===== config.mk =====
export PLATFORM = sky130hd
export DESIGN_NAME = game_stage_ctrl_flat
export DESIGN_NICKNAME = d
export VERILOG_FILES = /design/src/rtl/game_stage_ctrl_if.sv /design/src/rtl/game_stage_ctrl.sv /design/src/flat_wrapper.sv
export SDC_FILE = /design/constraint.sdc
export NUM_CORES = 1
export LEC_CHECK = 0
export BUFFER_PORTS_ARGS = -buffer_cell sky130_fd_sc_hd__buf_2
export CAP_MARGIN = 20
export CORE_ASPECT_RATIO = 0.5
export CORE_MARGIN = 10
export CORE_UTILIZATION = 60
export DETAILED_ROUTE_END_ITERATION = 10
export GPL_ROUTABILITY_DRIVEN = 0
export HOLD_SLACK_MARGIN = 0.05
export PLACE_DENSITY_LB_ADDON = 0.15
export SYNTH_ARGS = -nofsm -noshare
export SYNTH_HDL_FRONTEND = slang
export SYNTH_SLANG_ARGS = --single-unit

===== constraint.sdc =====
create_clock -name clk -period 7.4 [get_ports clk]
set_input_delay 0.37 -clock clk [delete_from_list [all_inputs] [get_ports clk]]
set_output_delay 0.37 -clock clk [all_outputs]
set_load 0.1 [all_outputs]

===== src/rtl/game_stage_ctrl_if.sv =====
// game_stage_ctrl_if: bundle of command, direction and object-position inputs
// plus game/player status outputs between keyboard decode, the controller
// and the renderer.
interface game_stage_ctrl_if #(
  parameter int POS_W      = 9,
  parameter int NUM_STAGES = 3
);
  logic                  cmd_valid;
  logic [3:0]            cmd;
  logic [3:0]            dir_held;
  logic [POS_W-1:0]      obj_x;
  logic [POS_W-1:0]      obj_y;
  logic [POS_W-1:0]      boss_x;
  logic [POS_W-1:0]      boss_y;
  logic [2:0]            game_state;
  logic [3:0]            stage;
  logic [NUM_STAGES-1:0] unlocked;
  logic [POS_W-1:0]      player_x;
  logic [POS_W-1:0]      player_y;
  logic [1:0]            player_dir;
  logic [1:0]            anim_frame;
  logic [3:0]            keys_found;
  logic [1:0]            todo;
  logic                  key_pickup;

  modport master (
    output cmd_valid, cmd, dir_held, obj_x, obj_y, boss_x, boss_y,
    input  game_state, stage, unlocked, player_x, player_y, player_dir,
           anim_frame, keys_found, todo, key_pickup
  );

  modport slave (
    input  cmd_valid, cmd, dir_held, obj_x, obj_y, boss_x, boss_y,
    output game_state, stage, unlocked, player_x, player_y, player_dir,
           anim_frame, keys_found, todo, key_pickup
  );
endinterface


===== src/rtl/game_stage_ctrl.sv =====
// game_stage_ctrl: stage FSM (title/play/success/fail/staff), stage unlocking,
// rate-limited clamped player motion, walk animation, key pickup counting and
// door/boss overlap detection. Every output is driven directly by a flop.
module game_stage_ctrl #(
  parameter int POS_W       = 9,
  parameter int X_MIN       = 0,
  parameter int X_MAX       = 319,
  parameter int Y_MIN       = 0,
  parameter int Y_MAX       = 239,
  parameter int START_X     = 40,
  parameter int START_Y     = 130,
  parameter int STEP        = 1,
  parameter int MOVE_DIV    = 250000,
  parameter int ANIM_FRAMES = 3,
  parameter int NUM_STAGES  = 3,
  parameter int KEYS_NEEDED = 3,
  parameter int HIT         = 20,
  parameter logic [NUM_STAGES-1:0] BOSS_MASK = 3'b100
) (
  input  logic             clk,
  input  logic             rst,
  game_stage_ctrl_if.slave bus
);

  localparam int CNT_W = (MOVE_DIV > 1) ? $clog2(MOVE_DIV) : 1;
  localparam int EXT_W = POS_W + 1;
  typedef logic [EXT_W-1:0] ext_t;

  localparam logic [CNT_W-1:0] CNT_LAST  = CNT_W'(MOVE_DIV - 1);
  localparam logic [1:0]       ANIM_LAST = 2'(ANIM_FRAMES - 1);
  localparam logic [3:0]       KEYS_FULL = 4'(KEYS_NEEDED);
  localparam logic [3:0]       LAST_STG  = 4'(NUM_STAGES);
  localparam ext_t             X_LO      = ext_t'(X_MIN);
  localparam ext_t             X_HI      = ext_t'(X_MAX);
  localparam ext_t             Y_LO      = ext_t'(Y_MIN);
  localparam ext_t             Y_HI      = ext_t'(Y_MAX);
  localparam ext_t             STEP_E    = ext_t'(STEP);
  localparam ext_t             HIT_E     = ext_t'(HIT);
  localparam logic [POS_W-1:0] START_XP  = POS_W'(START_X);
  localparam logic [POS_W-1:0] START_YP  = POS_W'(START_Y);
  localparam logic [3:0]       CMD_NEXT  = 4'd8;
  localparam logic [3:0]       CMD_BACK  = 4'd9;
  localparam logic [3:0]       CMD_RETRY = 4'd10;

  typedef enum logic [2:0] {
    ST_TITLE   = 3'd0,
    ST_PLAY    = 3'd1,
    ST_SUCCESS = 3'd2,
    ST_FAIL    = 3'd3,
    ST_STAFF   = 3'd4
  } state_e;

  // Unsigned distance without wrap-around.
  function automatic logic [POS_W-1:0] abs_diff(input logic [POS_W-1:0] a,
                                                input logic [POS_W-1:0] b);
    if (a >= b) begin
      abs_diff = a - b;
    end else begin
      abs_diff = b - a;
    end
  endfunction

  // Box overlap test: both axis distances strictly inside the half-box.
  function automatic logic overlap(input logic [POS_W-1:0] ax, input logic [POS_W-1:0] ay,
                                   input logic [POS_W-1:0] bx, input logic [POS_W-1:0] by);
    overlap = ({1'b0, abs_diff(ax, bx)} < HIT_E) && ({1'b0, abs_diff(ay, by)} < HIT_E);
  endfunction

  // Move towards the lower bound, done one bit wider so it cannot underflow.
  function automatic logic [POS_W-1:0] step_dec(input logic [POS_W-1:0] p, input ext_t lo);
    ext_t pe;
    pe = {1'b0, p};
    if (pe < lo + STEP_E) begin
      step_dec = lo[POS_W-1:0];
    end else begin
      step_dec = POS_W'(pe - STEP_E);
    end
  endfunction

  // Move towards the upper bound, done one bit wider so it cannot overflow.
  function automatic logic [POS_W-1:0] step_inc(input logic [POS_W-1:0] p, input ext_t hi);
    ext_t sum;
    sum = {1'b0, p} + STEP_E;
    if (sum > hi) begin
      step_inc = hi[POS_W-1:0];
    end else begin
      step_inc = sum[POS_W-1:0];
    end
  endfunction

  state_e                state_q, state_d;
  logic [3:0]            stage_q, stage_d;
  logic [NUM_STAGES-1:0] unlocked_q, unlocked_d;
  logic [POS_W-1:0]      x_q, x_d, y_q, y_d;
  logic [1:0]            dir_q, dir_d, anim_q, anim_d, todo_q, todo_d;
  logic [3:0]            keys_q, keys_d;
  logic                  lock_q, lock_d, pickup_q, pickup_d;
  logic [CNT_W-1:0]      cnt_q, cnt_d;

  logic        obj_ov_s, boss_ov_s, sel_ok_s, door_s, boss_hit_s;
  logic        next_s, back_s, retry_s, enter_play_s, run_s;
  logic [15:0] unl_ext_s, boss_ext_s;

  // Widened copies make command/stage indexing safe for any 4-bit value.
  assign unl_ext_s  = 16'(unlocked_q);
  assign boss_ext_s = 16'(BOSS_MASK);
  assign obj_ov_s   = overlap(x_q, y_q, bus.obj_x, bus.obj_y);
  assign boss_ov_s  = overlap(x_q, y_q, bus.boss_x, bus.boss_y);
  assign next_s     = bus.cmd_valid && (bus.cmd == CMD_NEXT);
  assign back_s     = bus.cmd_valid && (bus.cmd == CMD_BACK);
  assign retry_s    = bus.cmd_valid && (bus.cmd == CMD_RETRY);
  assign sel_ok_s   = bus.cmd_valid && (bus.cmd != 4'd0) && (bus.cmd <= LAST_STG) &&
                      unl_ext_s[bus.cmd - 4'd1];
  assign door_s     = (state_q == ST_PLAY) && (keys_q == KEYS_FULL) && obj_ov_s;
  assign boss_hit_s = (state_q == ST_PLAY) && (stage_q != 4'd0) &&
                      boss_ext_s[stage_q - 4'd1] && boss_ov_s;
  assign enter_play_s = (state_d == ST_PLAY) && (state_q != ST_PLAY);
  assign run_s        = (state_d == ST_PLAY) && (state_q == ST_PLAY);

  // Stage FSM: command handling, door/boss outcome (door wins) and unlocking.
  always_comb begin
    state_d    = state_q;
    stage_d    = stage_q;
    unlocked_d = unlocked_q;
    case (state_q)
      ST_TITLE: begin
        if (sel_ok_s) begin
          state_d = ST_PLAY;
          stage_d = bus.cmd;
        end else begin
          state_d = ST_TITLE;
        end
      end
      ST_PLAY: begin
        if (door_s) begin
          state_d = ST_SUCCESS;
          if (stage_q < LAST_STG) begin
            unlocked_d = unlocked_q | NUM_STAGES'(16'h0001 << stage_q);
          end else begin
            unlocked_d = unlocked_q;
          end
        end else if (boss_hit_s) begin
          state_d = ST_FAIL;
        end else if (back_s) begin
          state_d = ST_TITLE;
          stage_d = 4'd0;
        end else begin
          state_d = ST_PLAY;
        end
      end
      ST_SUCCESS: begin
        if (next_s) begin
          if (stage_q == LAST_STG) begin
            state_d = ST_STAFF;
          end else begin
            state_d = ST_PLAY;
            stage_d = stage_q + 4'd1;
          end
        end else if (back_s) begin
          state_d = ST_TITLE;
          stage_d = 4'd0;
        end else begin
          state_d = ST_SUCCESS;
        end
      end
      ST_FAIL: begin
        if (retry_s) begin
          state_d = ST_PLAY;
        end else if (back_s) begin
          state_d = ST_TITLE;
          stage_d = 4'd0;
        end else begin
          state_d = ST_FAIL;
        end
      end
      ST_STAFF: begin
        if (back_s) begin
          state_d = ST_TITLE;
          stage_d = 4'd0;
        end else begin
          state_d = ST_STAFF;
        end
      end
      default: begin
        state_d = ST_TITLE;
        stage_d = 4'd0;
      end
    endcase
  end

  // Motion: tick divider, direction priority up>left>down>right, clamping, walk frames.
  always_comb begin
    cnt_d  = {CNT_W{1'b0}};
    x_d    = START_XP;
    y_d    = START_YP;
    dir_d  = 2'd3;
    anim_d = 2'd0;
    if (run_s) begin
      x_d    = x_q;
      y_d    = y_q;
      dir_d  = dir_q;
      anim_d = anim_q;
      if (cnt_q == CNT_LAST) begin
        cnt_d = {CNT_W{1'b0}};
        if (bus.dir_held[3]) begin
          dir_d = 2'd0;
          y_d   = step_dec(y_q, Y_LO);
        end else if (bus.dir_held[2]) begin
          dir_d = 2'd1;
          x_d   = step_dec(x_q, X_LO);
        end else if (bus.dir_held[1]) begin
          dir_d = 2'd2;
          y_d   = step_inc(y_q, Y_HI);
        end else if (bus.dir_held[0]) begin
          dir_d = 2'd3;
          x_d   = step_inc(x_q, X_HI);
        end else begin
          dir_d = dir_q;
        end
        if (bus.dir_held == 4'd0) begin
          anim_d = 2'd0;
        end else if (anim_q >= ANIM_LAST) begin
          anim_d = 2'd0;
        end else begin
          anim_d = anim_q + 2'd1;
        end
      end else begin
        cnt_d = cnt_q + CNT_W'(1);
      end
    end else begin
      cnt_d = {CNT_W{1'b0}};
    end
  end

  // Keys: one pickup per fresh overlap while a key is wanted; task indicator.
  always_comb begin
    keys_d   = keys_q;
    pickup_d = 1'b0;
    if (enter_play_s) begin
      keys_d = 4'd0;
    end else if ((todo_q == 2'd1) && obj_ov_s && !lock_q) begin
      keys_d   = keys_q + 4'd1;
      pickup_d = 1'b1;
    end else begin
      keys_d = keys_q;
    end
    lock_d = obj_ov_s && (lock_q || pickup_d);
    if (state_d != ST_PLAY) begin
      todo_d = 2'd0;
    end else if (keys_d < KEYS_FULL) begin
      todo_d = 2'd1;
    end else begin
      todo_d = 2'd2;
    end
  end

  // State registers with synchronous active-low reset; progress is discarded.
  always_ff @(posedge clk) begin
    if (!rst) begin
      state_q    <= ST_TITLE;
      stage_q    <= 4'd0;
      unlocked_q <= NUM_STAGES'(1);
      x_q        <= START_XP;
      y_q        <= START_YP;
      dir_q      <= 2'd3;
      anim_q     <= 2'd0;
      keys_q     <= 4'd0;
      todo_q     <= 2'd0;
      lock_q     <= 1'b0;
      pickup_q   <= 1'b0;
      cnt_q      <= {CNT_W{1'b0}};
    end else begin
      state_q    <= state_d;
      stage_q    <= stage_d;
      unlocked_q <= unlocked_d;
      x_q        <= x_d;
      y_q        <= y_d;
      dir_q      <= dir_d;
      anim_q     <= anim_d;
      keys_q     <= keys_d;
      todo_q     <= todo_d;
      lock_q     <= lock_d;
      pickup_q   <= pickup_d;
      cnt_q      <= cnt_d;
    end
  end

  assign bus.game_state = state_q;
  assign bus.stage      = stage_q;
  assign bus.unlocked   = unlocked_q;
  assign bus.player_x   = x_q;
  assign bus.player_y   = y_q;
  assign bus.player_dir = dir_q;
  assign bus.anim_frame = anim_q;
  assign bus.keys_found = keys_q;
  assign bus.todo       = todo_q;
  assign bus.key_pickup = pickup_q;

endmodule


===== src/flat_wrapper.sv =====
// flat-port wrapper written by rule: the top's interface ports become plain ports
module game_stage_ctrl_flat 
#(
  parameter int POS_W       = 9,
  parameter int X_MIN       = 0,
  parameter int X_MAX       = 319,
  parameter int Y_MIN       = 0,
  parameter int Y_MAX       = 239,
  parameter int START_X     = 40,
  parameter int START_Y     = 130,
  parameter int STEP        = 1,
  parameter int MOVE_DIV    = 250000,
  parameter int ANIM_FRAMES = 3,
  parameter int NUM_STAGES  = 3,
  parameter int KEYS_NEEDED = 3,
  parameter int HIT         = 20,
  parameter logic [NUM_STAGES-1:0] BOSS_MASK = 3'b100
)
  (clk, rst, bus_cmd_valid, bus_cmd, bus_dir_held, bus_obj_x, bus_obj_y, bus_boss_x, bus_boss_y, bus_game_state, bus_stage, bus_unlocked, bus_player_x, bus_player_y, bus_player_dir, bus_anim_frame, bus_keys_found, bus_todo, bus_key_pickup);
  game_stage_ctrl_if #(.POS_W(POS_W), .NUM_STAGES(NUM_STAGES)) bus_i ();
  input  logic clk;
  input  logic rst;
  input wire logic [$bits(bus_i.cmd_valid)-1:0] bus_cmd_valid;
  input wire logic [$bits(bus_i.cmd)-1:0] bus_cmd;
  input wire logic [$bits(bus_i.dir_held)-1:0] bus_dir_held;
  input wire logic [$bits(bus_i.obj_x)-1:0] bus_obj_x;
  input wire logic [$bits(bus_i.obj_y)-1:0] bus_obj_y;
  input wire logic [$bits(bus_i.boss_x)-1:0] bus_boss_x;
  input wire logic [$bits(bus_i.boss_y)-1:0] bus_boss_y;
  output wire logic [$bits(bus_i.game_state)-1:0] bus_game_state;
  output wire logic [$bits(bus_i.stage)-1:0] bus_stage;
  output wire logic [$bits(bus_i.unlocked)-1:0] bus_unlocked;
  output wire logic [$bits(bus_i.player_x)-1:0] bus_player_x;
  output wire logic [$bits(bus_i.player_y)-1:0] bus_player_y;
  output wire logic [$bits(bus_i.player_dir)-1:0] bus_player_dir;
  output wire logic [$bits(bus_i.anim_frame)-1:0] bus_anim_frame;
  output wire logic [$bits(bus_i.keys_found)-1:0] bus_keys_found;
  output wire logic [$bits(bus_i.todo)-1:0] bus_todo;
  output wire logic [$bits(bus_i.key_pickup)-1:0] bus_key_pickup;
  assign bus_i.cmd_valid = bus_cmd_valid;
  assign bus_i.cmd = bus_cmd;
  assign bus_i.dir_held = bus_dir_held;
  assign bus_i.obj_x = bus_obj_x;
  assign bus_i.obj_y = bus_obj_y;
  assign bus_i.boss_x = bus_boss_x;
  assign bus_i.boss_y = bus_boss_y;
  assign bus_game_state = bus_i.game_state;
  assign bus_stage = bus_i.stage;
  assign bus_unlocked = bus_i.unlocked;
  assign bus_player_x = bus_i.player_x;
  assign bus_player_y = bus_i.player_y;
  assign bus_player_dir = bus_i.player_dir;
  assign bus_anim_frame = bus_i.anim_frame;
  assign bus_keys_found = bus_i.keys_found;
  assign bus_todo = bus_i.todo;
  assign bus_key_pickup = bus_i.key_pickup;
  game_stage_ctrl #(.POS_W(POS_W), .X_MIN(X_MIN), .X_MAX(X_MAX), .Y_MIN(Y_MIN), .Y_MAX(Y_MAX), .START_X(START_X), .START_Y(START_Y), .STEP(STEP), .MOVE_DIV(MOVE_DIV), .ANIM_FRAMES(ANIM_FRAMES), .NUM_STAGES(NUM_STAGES), .KEYS_NEEDED(KEYS_NEEDED), .HIT(HIT), .BOSS_MASK(BOSS_MASK)) u_core (.clk(clk), .rst(rst), .bus(bus_i));
endmodule

==> results of run 1 <==
==> final timing paths <==
path,start,end,depth (start not counted)
worst min-delay path,rst,u_core.bus.game_state[0],3
worst max-delay path,u_core.bus.player_y[7],u_core.bus.stage[1],12
worst max register to register,u_core.bus.player_y[7],u_core.bus.stage[1],12
worst min register to register,u_core.bus.unlocked[0],u_core.bus.unlocked[0],1
==> worst reg2reg max path, cell delays in order, from the launching register on <==
cell and delay [ns]:
sky130_fd_sc_hd__dfxtp_1 0.63, sky130_fd_sc_hd__inv_1 0.27, sky130_fd_sc_hd__ha_1 0.46, sky130_fd_sc_hd__o21ai_0 0.19
sky130_fd_sc_hd__nor2_1 0.08, sky130_fd_sc_hd__or3_4 0.40, sky130_fd_sc_hd__a2111oi_0 0.55, sky130_fd_sc_hd__nor3_1 0.11
sky130_fd_sc_hd__nor4_2 0.29, sky130_fd_sc_hd__and3_4 0.28, sky130_fd_sc_hd__nand3_1 0.23, sky130_fd_sc_hd__nor3b_2 0.30
sky130_fd_sc_hd__o32ai_1 0.27
==> logic make-up (layout without fill, tap and decap cells) <==
| group | count (synthesis) | in the layout | share of synthesized area [%] |
|---|---|---|---|
| adders and majority gates | 82 | 82 | 15.4 |
| buffers and inverters | 115 | 182 | 6.81 |
| muxes | 13 | 13 | 2.01 |
| AOI/OAI and AO/OA | 260 | 260 | 27.0 |
| DFF | 58 | 58 | 17.4 |
| xor gates and xnor gates | 33 | 33 | 4.34 |
| and+or+nand+nor | 339 | 339 | 27.0 |
==> synth_stat cells (11+ instances only) <==
cell type / instances / area [µm²]
sky130_fd_sc_hd__o21a_1: 11 / 82.6
sky130_fd_sc_hd__nor3_1: 60 / 300
sky130_fd_sc_hd__nor2_1: 70 / 263
sky130_fd_sc_hd__o21ai_0: 36 / 180
sky130_fd_sc_hd__nand3_1: 33 / 165
sky130_fd_sc_hd__xor2_1: 17 / 149
sky130_fd_sc_hd__or3_1: 14 / 87.6
sky130_fd_sc_hd__a21oi_1: 68 / 340
sky130_fd_sc_hd__a21o_1: 11 / 82.6
sky130_fd_sc_hd__nor2b_1: 18 / 113
sky130_fd_sc_hd__dfxtp_1: 58 / 1160
sky130_fd_sc_hd__ha_1: 82 / 1030
sky130_fd_sc_hd__xnor2_1: 16 / 140
sky130_fd_sc_hd__inv_1: 79 / 297
sky130_fd_sc_hd__a211oi_1: 12 / 90.1
sky130_fd_sc_hd__clkbuf_1: 27 / 101
sky130_fd_sc_hd__nor4_1: 13 / 81.3
sky130_fd_sc_hd__o211ai_1: 13 / 97.6
sky130_fd_sc_hd__nand4_1: 15 / 93.8
sky130_fd_sc_hd__nand2_1: 56 / 210
==> power groups by stage <==
stage / clock network (mW) / registers [mW] / logic (mW)
after floorplan: 0 / 0.325 / 0.111
after global placement: 0 / 0.321 / 0.155
after detailed placement: 0 / 0.321 / 0.158
after CTS: 0.407 / 0.315 / 0.159
after global routing: 0.420 / 0.314 / 0.180
final: 0.403 / 0.315 / 0.162
==> final cells by class <==
type	count	area [µm²]	area share, %
clock buffer	11	233	3.14
timing repair buffer	87	440	5.94
inverter	79	297	4.00
clock inverter	5	55.1	0.743
multi-input combinational	727	5040	68.0
tap	145	181	2.45
sequential	58	1160	15.7
==> sequential cells by signal (all words and copies together) (netlist names) <==
register               cells
u_core.cnt_q              18
u_core.bus.todo            2
u_core.bus.key_pickup      1
u_core.lock_q              1
u_core.bus.player_x        9
u_core.bus.player_dir      2
u_core.bus.anim_frame      2
u_core.bus.unlocked        3
u_core.bus.keys_found      4
u_core.bus.stage           4
u_core.bus.game_state      3
u_core.bus.player_y        9
==> per-layer routing <==
metal	up-vias	share of wire (%)	global-route usage, %
met1	3341	46	32.3
met5	-	0	0
met2	305	44	37.9
met4	0	1.3	5.55
met3	31	8.6	6.01
li1	3489	-	-
==> through the flow <==
stage / area, µm² / instances / hold WS [ns]
3_3_place_gp: 7110 / 1095 / 0.459
5_1_grt: 7410 / 1112 / 0.438
6_report: 7410 / 1112 / 0.423
2_1_floorplan: 6660 / 900 / 0.446
3_5_place_dp: 7110 / 1095 / 0.466
4_1_cts: 7400 / 1111 / 0.412
==> results.json, run 1 <==
{
  "run_status": "complete, no violations",
  "final.setup.tns_ns": 0,
  "clock_tree.buffer_depth": 2,
  "clk_transition_reported_paths_ns": 0.05,
  "report.power.total_uw": 880,
  "drt_wl_total_mm": 19.5,
  "f_max_mhz": 239,
  "die-area_mm2": 0.0160,
  "grt_setup_unrepaired": "no",
  "detail_route.wl_per_cell_um": 17.6,
  "flow.area_growth_from_synthesis_pct": 11.3,
  "initial_utilization_pct": 61.0,
  "detailed_place_hpwl_mm": 14.8,
  "max_rail_drop_vdd_uv": 111,
  "max_cap_violations": 0,
  "gr-usage-all-layers_pct": 24.0,
  "core_area_mm2": 0.0109,
  "num-nets-final": 1091,
  "critPathKind": "reg2reg",
  "n_fill_cell": 944,
  "cts-root-buf": "sky130_fd_sc_hd__clkbuf_16",
  "power_frac_clock_pct": 45.8,
  "drt_iter0_markers": 659,
  "final_common_cell": "sky130_fd_sc_hd__buf_2",
  "cts-hold-fix-buffers": 0,
  "number_of_buffers_created_by_cts": 9,
  "synth_edf_count": 0,
  "synth_cell_type_count": 86,
  "worst_clock_skew_ns": 0.00279,
  "rows": 27,
  "grt_pass1_wl_mm": 32.7,
  "synth.ff_latch_count": 58,
  "max_slew_margin_pct": 49.6,
  "timing.critical_path.arrival_ns": 4.41,
  "timing.critical_path.from_type": "flop",
  "dieHeight_um": 94.5,
  "remaining_drc_errors": 0,
  "postCtsSetupRepairBufs": 0,
  "dr.pass1.iters": 5,
  "antenna_violating_nets_post_route": 0,
  "clk-insertion-delay-late_ns": 0.33,
  "final_layout_size_suffix_gt1_share_pct": 12.9,
  "net_count_synth": 1029,
  "vias_per_std_cell": 6.44,
  "top_level_ports": 86,
  "critical_path.top_delay_family": "simple AND/OR/NAND/NOR gates",
  "slew_violations": 0,
  "grt_antenna_before_repair": 0,
  "hold_path.class": "in2reg",
  "cts-htree-levels": 3,
  "final-setup-viol-count": 0,
  "critical_path.max_stage_delay_ns": 0.63,
  "leakage_nw": 3.17,
  "cts_repair_resize_count": 0,
  "timing.critical_path.to_type": "flop",
  "power_per_cell_area_mw_per_mm2": 119,
  "path_buf_inv": 1,
  "most-common-layout-cells": "sky130_fd_sc_hd__buf_2 (85), sky130_fd_sc_hd__ha_1 (82), sky130_fd_sc_hd__inv_1 (79)",
  "switching_power_uw": 243,
  "layout_setup_ws_ns": 3.21,
  "insertedDiodeCount": 0,
  "synthCells": 900,
  "syn_avg_cell_area_um2": 7.39,
  "report.final.hold_viol_count": 0,
  "via_count": 7166,
  "first_global_vias": 6610,
  "grt_start_max_net_pins": 43,
  "power_switching_share_pct": 27.6,
  "clock_sink_count": 58,
  "post_synth_instance_area_mm2": 0.00666,
  "synthesis.yosys.warnings": 0,
  "final.min_clock_period_ns": 4.19,
  "pre_cts_worst_setup_slack_ns": 3.36,
  "fin_crit_sh_pct": 56.6,
  "postSynth.topFlopCell": "sky130_fd_sc_hd__dfxtp_1",
  "critical_path_peak_fanout": 9,
  "tritoncts": "built",
  "p_seq_share_pct": 35.8,
  "post-route-util_pct": 67.9,
  "critPathRequiredTime_ns": 7.63,
  "cp_slowest_cell": "sky130_fd_sc_hd__dfxtp_1",
  "ys_async_sr_fraction_pct": 0,
  "placement.io_buffers": 85,
  "power.share.combinational_pct": 18.4,
  "r2r_setup_slack_ns": 3.21,
  "synth-seq-area-share_pct": 17.4,
  "crit_path_cell_trace": "inv_1 -> ha_1 -> o21ai_0 -> nor2_1 -> or3_4 -> a2111oi_0 -> nor3_1 -> nor4_2 -> and3_4 -> nand3_1 -> nor3b_2 -> o32ai_1",
  "worst_slew_pin_slew_ns": 0.751,
  "gr-total-overflow": 0,
  "p_int_uw": 637,
  "die_w_um": 169
}
(Power assumes the default switching activity.)
==> inputs of run 2 (changes only) <==
--- a/config.mk
+++ b/config.mk
@@ -9,7 +9,7 @@
 export CAP_MARGIN = 20
 export CORE_ASPECT_RATIO = 0.5
 export CORE_MARGIN = 10
-export CORE_UTILIZATION = 60
+export CORE_UTILIZATION = 54
 export DETAILED_ROUTE_END_ITERATION = 10
 export GPL_ROUTABILITY_DRIVEN = 0
 export HOLD_SLACK_MARGIN = 0.05
==> constraint.sdc (replaced) <==
create_clock -name clk -period 3.39 [get_ports clk]
set_input_delay 0.1695 -clock clk [delete_from_list [all_inputs] [get_ports clk]]
set_output_delay 0.1695 -clock clk [all_outputs]
set_load 0.1 [all_outputs]
==> run 2 against run 1 <==
Critical endpoint unchanged. Critical path type unchanged. Combinational power grew to 2.5 times the previous value. Critical path depth unchanged. Final cell count up 8.0%. Highest routed layer unchanged. Global-route usage is 2.1 points lower. Sequential power grew 110%. Sequential share of layout area shrank 1.0 points. Maximum frequency is 25% higher. Die area is 9.2% higher. Cell area grew 12%. Sequential cell count unchanged.
==> results.json, run 2 (synthesized netlist as in run 1, its figures left out) <==
{
  "via_count": 7503,
  "hold_path.class": "in2reg",
  "dieHeight_um": 98.5,
  "grt_start_max_net_pins": 36,
  "drt_iter0_markers": 874,
  "fin_crit_sh_pct": 98.9,
  "worst_hold_slack_ns": 0.206,
  "first_global_vias": 6632,
  "placedInstanceArea_mm2": 0.00763,
  "timing.critical_path.arrival_ns": 3.59,
  "grt_use_met2_pct": 33.5,
  "final_layout_size_suffix_gt1_share_pct": 24.5,
  "top_level_ports": 86,
  "worst_slew_pin_slew_ns": 0.583,
  "finalNonFillerCells": 1201,
  "critical_path.max_stage_delay_ns": 0.39,
  "grt_setup_unrepaired": "yes",
  "cts-hold-fix-buffers": 0,
  "antenna_violating_nets_post_route": 0,
  "final-setup-viol-count": 0,
  "slew_violations": 0,
  "die_w_um": 177,
  "power_per_cell_area_mw_per_mm2": 246,
  "worst_clock_skew_ns": 0.00644,
  "detail_route.wl_per_cell_um": 17.8,
  "critPathRequiredTime_ns": 3.63,
  "initial_utilization_pct": 55.7,
  "clock_sink_count": 58,
  "max_cap_violations": 0,
  "groute.layer.met1.usage_pct": 31.1,
  "report.final.hold_viol_count": 0,
  "run_status": "complete, no violations",
  "critical-path-top-cell-by-count": "sky130_fd_sc_hd__and4_1",
  "gr-usage-all-layers_pct": 21.9,
  "critPathKind": "reg2reg",
  "clk-insertion-delay-late_ns": 0.33,
  "core_area_mm2": 0.0119,
  "placedCellCount": 1171,
  "insertedDiodeCount": 0,
  "grt_pass1_wl_mm": 33.0,
  "cts-htree-levels": 3,
  "largest-register": "u_core.cnt_q",
  "critical_path_peak_fanout": 5,
  "most-common-layout-cells": "sky130_fd_sc_hd__buf_2 (85), sky130_fd_sc_hd__ha_1 (77), sky130_fd_sc_hd__inv_1 (72)",
  "placement.io_buffers": 85,
  "drt_wl_total_mm": 21.4,
  "clk_transition_reported_paths_ns": 0.06,
  "timing.critical_path.to_type": "flop",
  "n_fill_cell": 1037,
  "grt_peak_use_layer": "met2",
  "post-route-util_pct": 69.4,
  "cp_slowest_cell": "sky130_fd_sc_hd__a22oi_2",
  "crit_path_cell_trace": "clkinvlp_4 -> ha_1 -> and4_1 -> a221oi_2 -> nor2_1 -> nor4_1 -> and4_1 -> nand4b_1 -> a22oi_2 -> buf_4 -> nor3b_2 -> o32ai_2",
  "timing.critical_path.from_type": "flop",
  "remaining_drc_errors": 0,
  "dr.pass1.iters": 5,
  "max_rail_drop_vdd_uv": 255,
  "flow.area_growth_from_synthesis_pct": 24.6,
  "max_slew_margin_pct": 60.8,
  "vias_per_std_cell": 6.25,
  "detailed_place_hpwl_mm": 15.6,
  "cts-root-buf": "sky130_fd_sc_hd__clkbuf_16",
  "final.min_clock_period_ns": 3.35,
  "layout_setup_ws_ns": 0.0388,
  "final_common_cell": "sky130_fd_sc_hd__buf_2",
  "largest_register_ffs": 18,
  "number_of_buffers_created_by_cts": 9,
  "pre_cts_worst_setup_slack_ns": -0.0259,
  "f_max_mhz": 298,
  "report.power.total_mw": 2.04,
  "final_area_mm2": 0.00830,
  "die-area_mm2": 0.0174,
  "num-nets-final": 1160,
  "grt_antenna_before_repair": 0,
  "rows": 28,
  "leakage_nw": 3.60,
  "met3_usage_pct": 4.72,
  "final.setup.tns_ns": 0,
  "clock_tree.buffer_depth": 2,
  "gr-total-overflow": 0,
  "tritoncts": "built"
}
==> run 2: cell types whose count changed in the layout (fill, tap and decap cells not counted), sizes merged <==
| cell | previous run | this run |
|---|---|---|
| buf | 86 | 154 |
| a31o | 3 | 5 |
| inv | 79 | 78 |
==> run 2: area by class of cell <==
| type | instances | area (µm²) | share of cell area, % |
|---|---|---|---|
| tap | 165 | 206 | 2.49 |
| clock inverter | 4 | 46.3 | 0.558 |
| clock buffer | 12 | 268 | 3.23 |
| inverter | 79 | 304 | 3.67 |
| sequential | 58 | 1220 | 14.7 |
| timing repair buffer | 154 | 943 | 11.4 |
| multi-input combinational | 729 | 5310 | 64.0 |
==> run 2: path summary, 6_finish.rpt <==
check	slack (ns)	endpoint	start	depth (start not counted)
setup / recovery	0.04	u_core.bus.stage[1]	u_core.bus.player_y[5]	12
hold / removal	0.21	u_core.bus.unlocked[1]	rst	2
setup reg to reg	0.04	u_core.bus.stage[1]	u_core.bus.player_y[5]	12
hold reg to reg	0.49	u_core.bus.unlocked[0]	u_core.bus.unlocked[0]	1
==> run 2: where the power goes <==
group	switching (mW)	total [mW]	leakage (nW)	internal, mW
Combinational	0.237	0.410	2.96	0.173
Sequential	0.00276	0.675	0.476	0.673
Clock	0.322	0.952	0.158	0.631
==> run 2: per-layer routing <==
metal / up-vias / share of wire [%]
met3: 21 / 9.4
met4: 0 / 0.85
li1: 3622 / -
met2: 385 / 45
met5: - / 0
met1: 3475 / 45
==> run 2: critical path: cells and delay by family (launching register included) <==
family | cells | cell delay (ns)
adders and majority gates | 1 | 0.37
DFF | 1 | 0.37
AOI/OAI and AO/OA | 3 | 0.93
buffers and inverters | 2 | 0.40
and+or+nand+nor | 6 | 1.19
==> run 2: timing repair <==
item,CTS,global route
pin swaps,1,20
gates resized for setup,0,48
buffers inserted,1,11
setup endpoints to repair,3,51
cloned,0,2
hold endpoints to repair,0,0
==> inputs of run 3 (changes only) <==
--- a/config.mk
+++ b/config.mk
@@ -5,11 +5,12 @@
 export SDC_FILE = /design/constraint.sdc
 export NUM_CORES = 1
 export LEC_CHECK = 0
+export ABC_AREA = 1
 export BUFFER_PORTS_ARGS = -buffer_cell sky130_fd_sc_hd__buf_2
 export CAP_MARGIN = 20
 export CORE_ASPECT_RATIO = 0.5
 export CORE_MARGIN = 10
-export CORE_UTILIZATION = 54
+export CORE_UTILIZATION = 55
 export DETAILED_ROUTE_END_ITERATION = 10
 export GPL_ROUTABILITY_DRIVEN = 0
 export HOLD_SLACK_MARGIN = 0.05
==> run 3 against run 2 <==
Critical path depth grew 6. Clock power grew 4.8%. Via count grew 10%. First-iteration DRC count shrank 26%. Register-to-register slack gained 0.22 ns. Critical endpoint is now u_core.bus.player_dir[0]. Largest power group unchanged. Setup slack gained 0.22 ns.
==> results.json, run 3 <==
{
  "run_status": "complete, no violations",
  "n_fill_cell": 1305,
  "synthMostInstantiatedCell": "sky130_fd_sc_hd__nand2_1",
  "flow.area_growth_from_synthesis_pct": 14.0,
  "post_synth_main_area_contributors": "sky130_fd_sc_hd__nand2_1 (19%), sky130_fd_sc_hd__dfxtp_1 (15%), sky130_fd_sc_hd__ha_1 (14%)",
  "p_seq_share_pct": 32.2,
  "worst_clock_skew_ns": 0.00720,
  "placement.io_buffers": 85,
  "power_switching_share_pct": 28.1,
  "antenna_violating_nets_post_route": 0,
  "final.min_clock_period_ns": 3.14,
  "slew_violations": 0,
  "final_common_cell": "sky130_fd_sc_hd__nand2_1",
  "synthCells": 1282,
  "initial_utilization_pct": 55.8,
  "f_max_mhz": 319,
  "most-common-layout-cells": "sky130_fd_sc_hd__nand2_1 (370), sky130_fd_sc_hd__inv_1 (233), sky130_fd_sc_hd__nor2_1 (119)",
  "synth_cell_type_count": 48,
  "clk-insertion-delay-late_ns": 0.33,
  "synthTopCellsByCount": "sky130_fd_sc_hd__nand2_1 (370), sky130_fd_sc_hd__inv_1 (234), sky130_fd_sc_hd__nor2_1 (120)",
  "cts-htree-levels": 3,
  "postSynth.topFlopCell": "sky130_fd_sc_hd__dfxtp_1",
  "switching_power_uw": 600,
  "clock_tree.buffer_depth": 2,
  "leakage_nw": 4.58,
  "syn_avg_cell_area_um2": 5.85,
  "net_count_synth": 1411,
  "yosysTopAreaCell": "sky130_fd_sc_hd__nand2_1",
  "cts-hold-fix-buffers": 0,
  "power_frac_clock_pct": 46.7,
  "final-setup-viol-count": 0,
  "max_rail_drop_vdd_uv": 244,
  "fin_crit_sh_pct": 92.5,
  "core_area_mm2": 0.0134,
  "largest_register_ffs": 18,
  "power.share.combinational_pct": 21.1,
  "grt_antenna_before_repair": 0,
  "rows": 30,
  "vias_per_std_cell": 5.30,
  "ys_async_sr_fraction_pct": 0,
  "die_w_um": 185,
  "max_slew_margin_pct": 38.7,
  "remaining_drc_errors": 0,
  "insertedDiodeCount": 0,
  "detail_route.wl_per_cell_um": 13.3,
  "synth.ff_latch_count": 58,
  "num-nets-final": 1509,
  "dr.pass1.iters": 7,
  "synth-seq-area-share_pct": 15.5,
  "final_layout_size_suffix_gt1_share_pct": 12.8,
  "top_level_ports": 86,
  "number_of_buffers_created_by_cts": 9,
  "grt_setup_unrepaired": "no",
  "hold_path.class": "in2reg",
  "post_synth_instance_area_mm2": 0.00750,
  "timing.critical_path.arrival_ns": 3.35,
  "timing.critical_path.from_type": "flop",
  "grt_pass1_wl_mm": 34.3,
  "p_int_mw": 1.54,
  "timing.critical_path.to_type": "flop",
  "gr-total-overflow": 0,
  "synthesis.yosys.warnings": 0,
  "post-route-util_pct": 63.6,
  "critPathKind": "reg2reg",
  "clk_transition_reported_paths_ns": 0.05,
  "largest-register": "u_core.cnt_q",
  "final.setup.tns_ns": 0,
  "detailed_place_hpwl_mm": 17.0,
  "drt_wl_total_mm": 20.8,
  "worst_hold_slack_ns": 0.152,
  "drt_iter0_markers": 649,
  "report.final.hold_viol_count": 0,
  "cts-root-buf": "sky130_fd_sc_hd__clkbuf_16",
  "tritoncts": "built",
  "critPathRequiredTime_ns": 3.60,
  "grt_start_max_net_pins": 33,
  "clock_sink_count": 58,
  "worst_slew_pin_slew_ns": 0.912,
  "power_per_cell_area_mw_per_mm2": 250,
  "first_global_vias": 7582,
  "via_count": 8262,
  "dieHeight_um": 103,
  "gr-usage-all-layers_pct": 21.5,
  "die-area_mm2": 0.0190,
  "synth_edf_count": 0,
  "critical_path_peak_fanout": 32,
  "synth.top_cell.area_share_pct": 18.5,
  "max_cap_violations": 0
}
run 3: changes by cell type in the layout (fill, tap and decap cells not counted), sizes merged, moves of 18 or more:
cell / before / now
nand3: 33 / 94
nor2b: 18 / 0
nand2: 56 / 379
xor2: 17 / 38
buf: 154 / 102
nor3: 62 / 44
nor2: 70 / 127
inv: 78 / 237
run 3: cell families (layout without fill, tap and decap cells):
kind of cell | after synthesis | count (layout) | synth area share, %
xor+xnor | 49 | 49 | 5.72
buf+inv | 256 | 356 | 13.5
compound gates | 155 | 155 | 11.9
simple gates | 682 | 683 | 39.6
fa+ha+maj | 82 | 82 | 13.7
flops | 58 | 58 | 15.5
run 3: power groups by stage:
stage | clock network (mW) | registers, mW | logic [mW]
final | 0.998 | 0.687 | 0.451
after global routing | 1.03 | 0.687 | 0.511
after CTS | 1.00 | 0.688 | 0.440
after detailed placement | 0 | 0.702 | 0.437
after global placement | 0 | 0.702 | 0.430
after floorplan | 0 | 0.715 | 0.314
run 3: area by class of cell:
cell class | instances | area, µm² | area share (%)
Multi-Input combinational cell | 969 | 5360 | 62.7
Clock buffer | 12 | 267 | 3.12
Sequential cell | 58 | 1180 | 13.8
Inverter | 240 | 901 | 10.5
Timing Repair Buffer | 102 | 566 | 6.61
Tap cell | 176 | 220 | 2.58
Clock inverter | 2 | 60.1 | 0.702
run 3: repair_timing:
item                       4_1_cts  5_1_grt
resized for setup                0       12
setup buffers                    0        1
setup endpoints to repair        0       44
run 3: per-layer routing:
layer | vias to the layer above | GRT usage (%) | share of wire [%]
met5 | - | 0 | 0
met4 | 0 | 5.77 | 1.6
met3 | 32 | 3.02 | 6.4
met2 | 257 | 36.3 | 45
met1 | 3726 | 28.1 | 47
li1 | 4247 | - | -
run 3: critical path, cell delays in order (launching register included):
cell,delay (ns)
sky130_fd_sc_hd__dfxtp_2,0.45
sky130_fd_sc_hd__inv_1,0.14
sky130_fd_sc_hd__ha_1,0.40
sky130_fd_sc_hd__nand2_1,0.14
sky130_fd_sc_hd__nor2_1,0.08
sky130_fd_sc_hd__nand3_1,0.07
sky130_fd_sc_hd__nand3_1,0.09
sky130_fd_sc_hd__a21oi_1,0.20
sky130_fd_sc_hd__nand3_1,0.10
sky130_fd_sc_hd__nor2_1,0.11
sky130_fd_sc_hd__nand2_1,0.05
sky130_fd_sc_hd__nand2_1,0.14
sky130_fd_sc_hd__nand3_1,0.16
sky130_fd_sc_hd__nand2_1,0.09
sky130_fd_sc_hd__nand3_1,0.11
sky130_fd_sc_hd__nand2_2,0.10
sky130_fd_sc_hd__nand4_4,0.15
sky130_fd_sc_hd__buf_12,0.22
sky130_fd_sc_hd__or2_1,0.22
run 3: stage by stage:
stage	area (µm²)	instances	setup WS, ns	power [mW]
2_1_floorplan	7510	1282	0.00000488	1.03
3_3_place_gp	8180	1543	0.283	1.13
5_1_grt	8550	1559	0.0192	2.23
3_5_place_dp	8180	1543	0.238	1.14
6_report	8550	1559	0.254	2.14
4_1_cts	8500	1557	0.202	2.13
run 3: worst paths after layout:
| check | slack, ns | cells past startpoint | endpoint | from |
|---|---|---|---|---|
| max | 0.25 | 18 | u_core.bus.player_dir[0] | u_core.bus.player_y[6] |
| min | 0.15 | 3 | u_core.bus.game_state[1] | rst |
| max reg2reg | 0.25 | 18 | u_core.bus.player_dir[0] | u_core.bus.player_y[6] |
| min reg2reg | 0.47 | 1 | u_core.cnt_q[0] | u_core.cnt_q[0] |
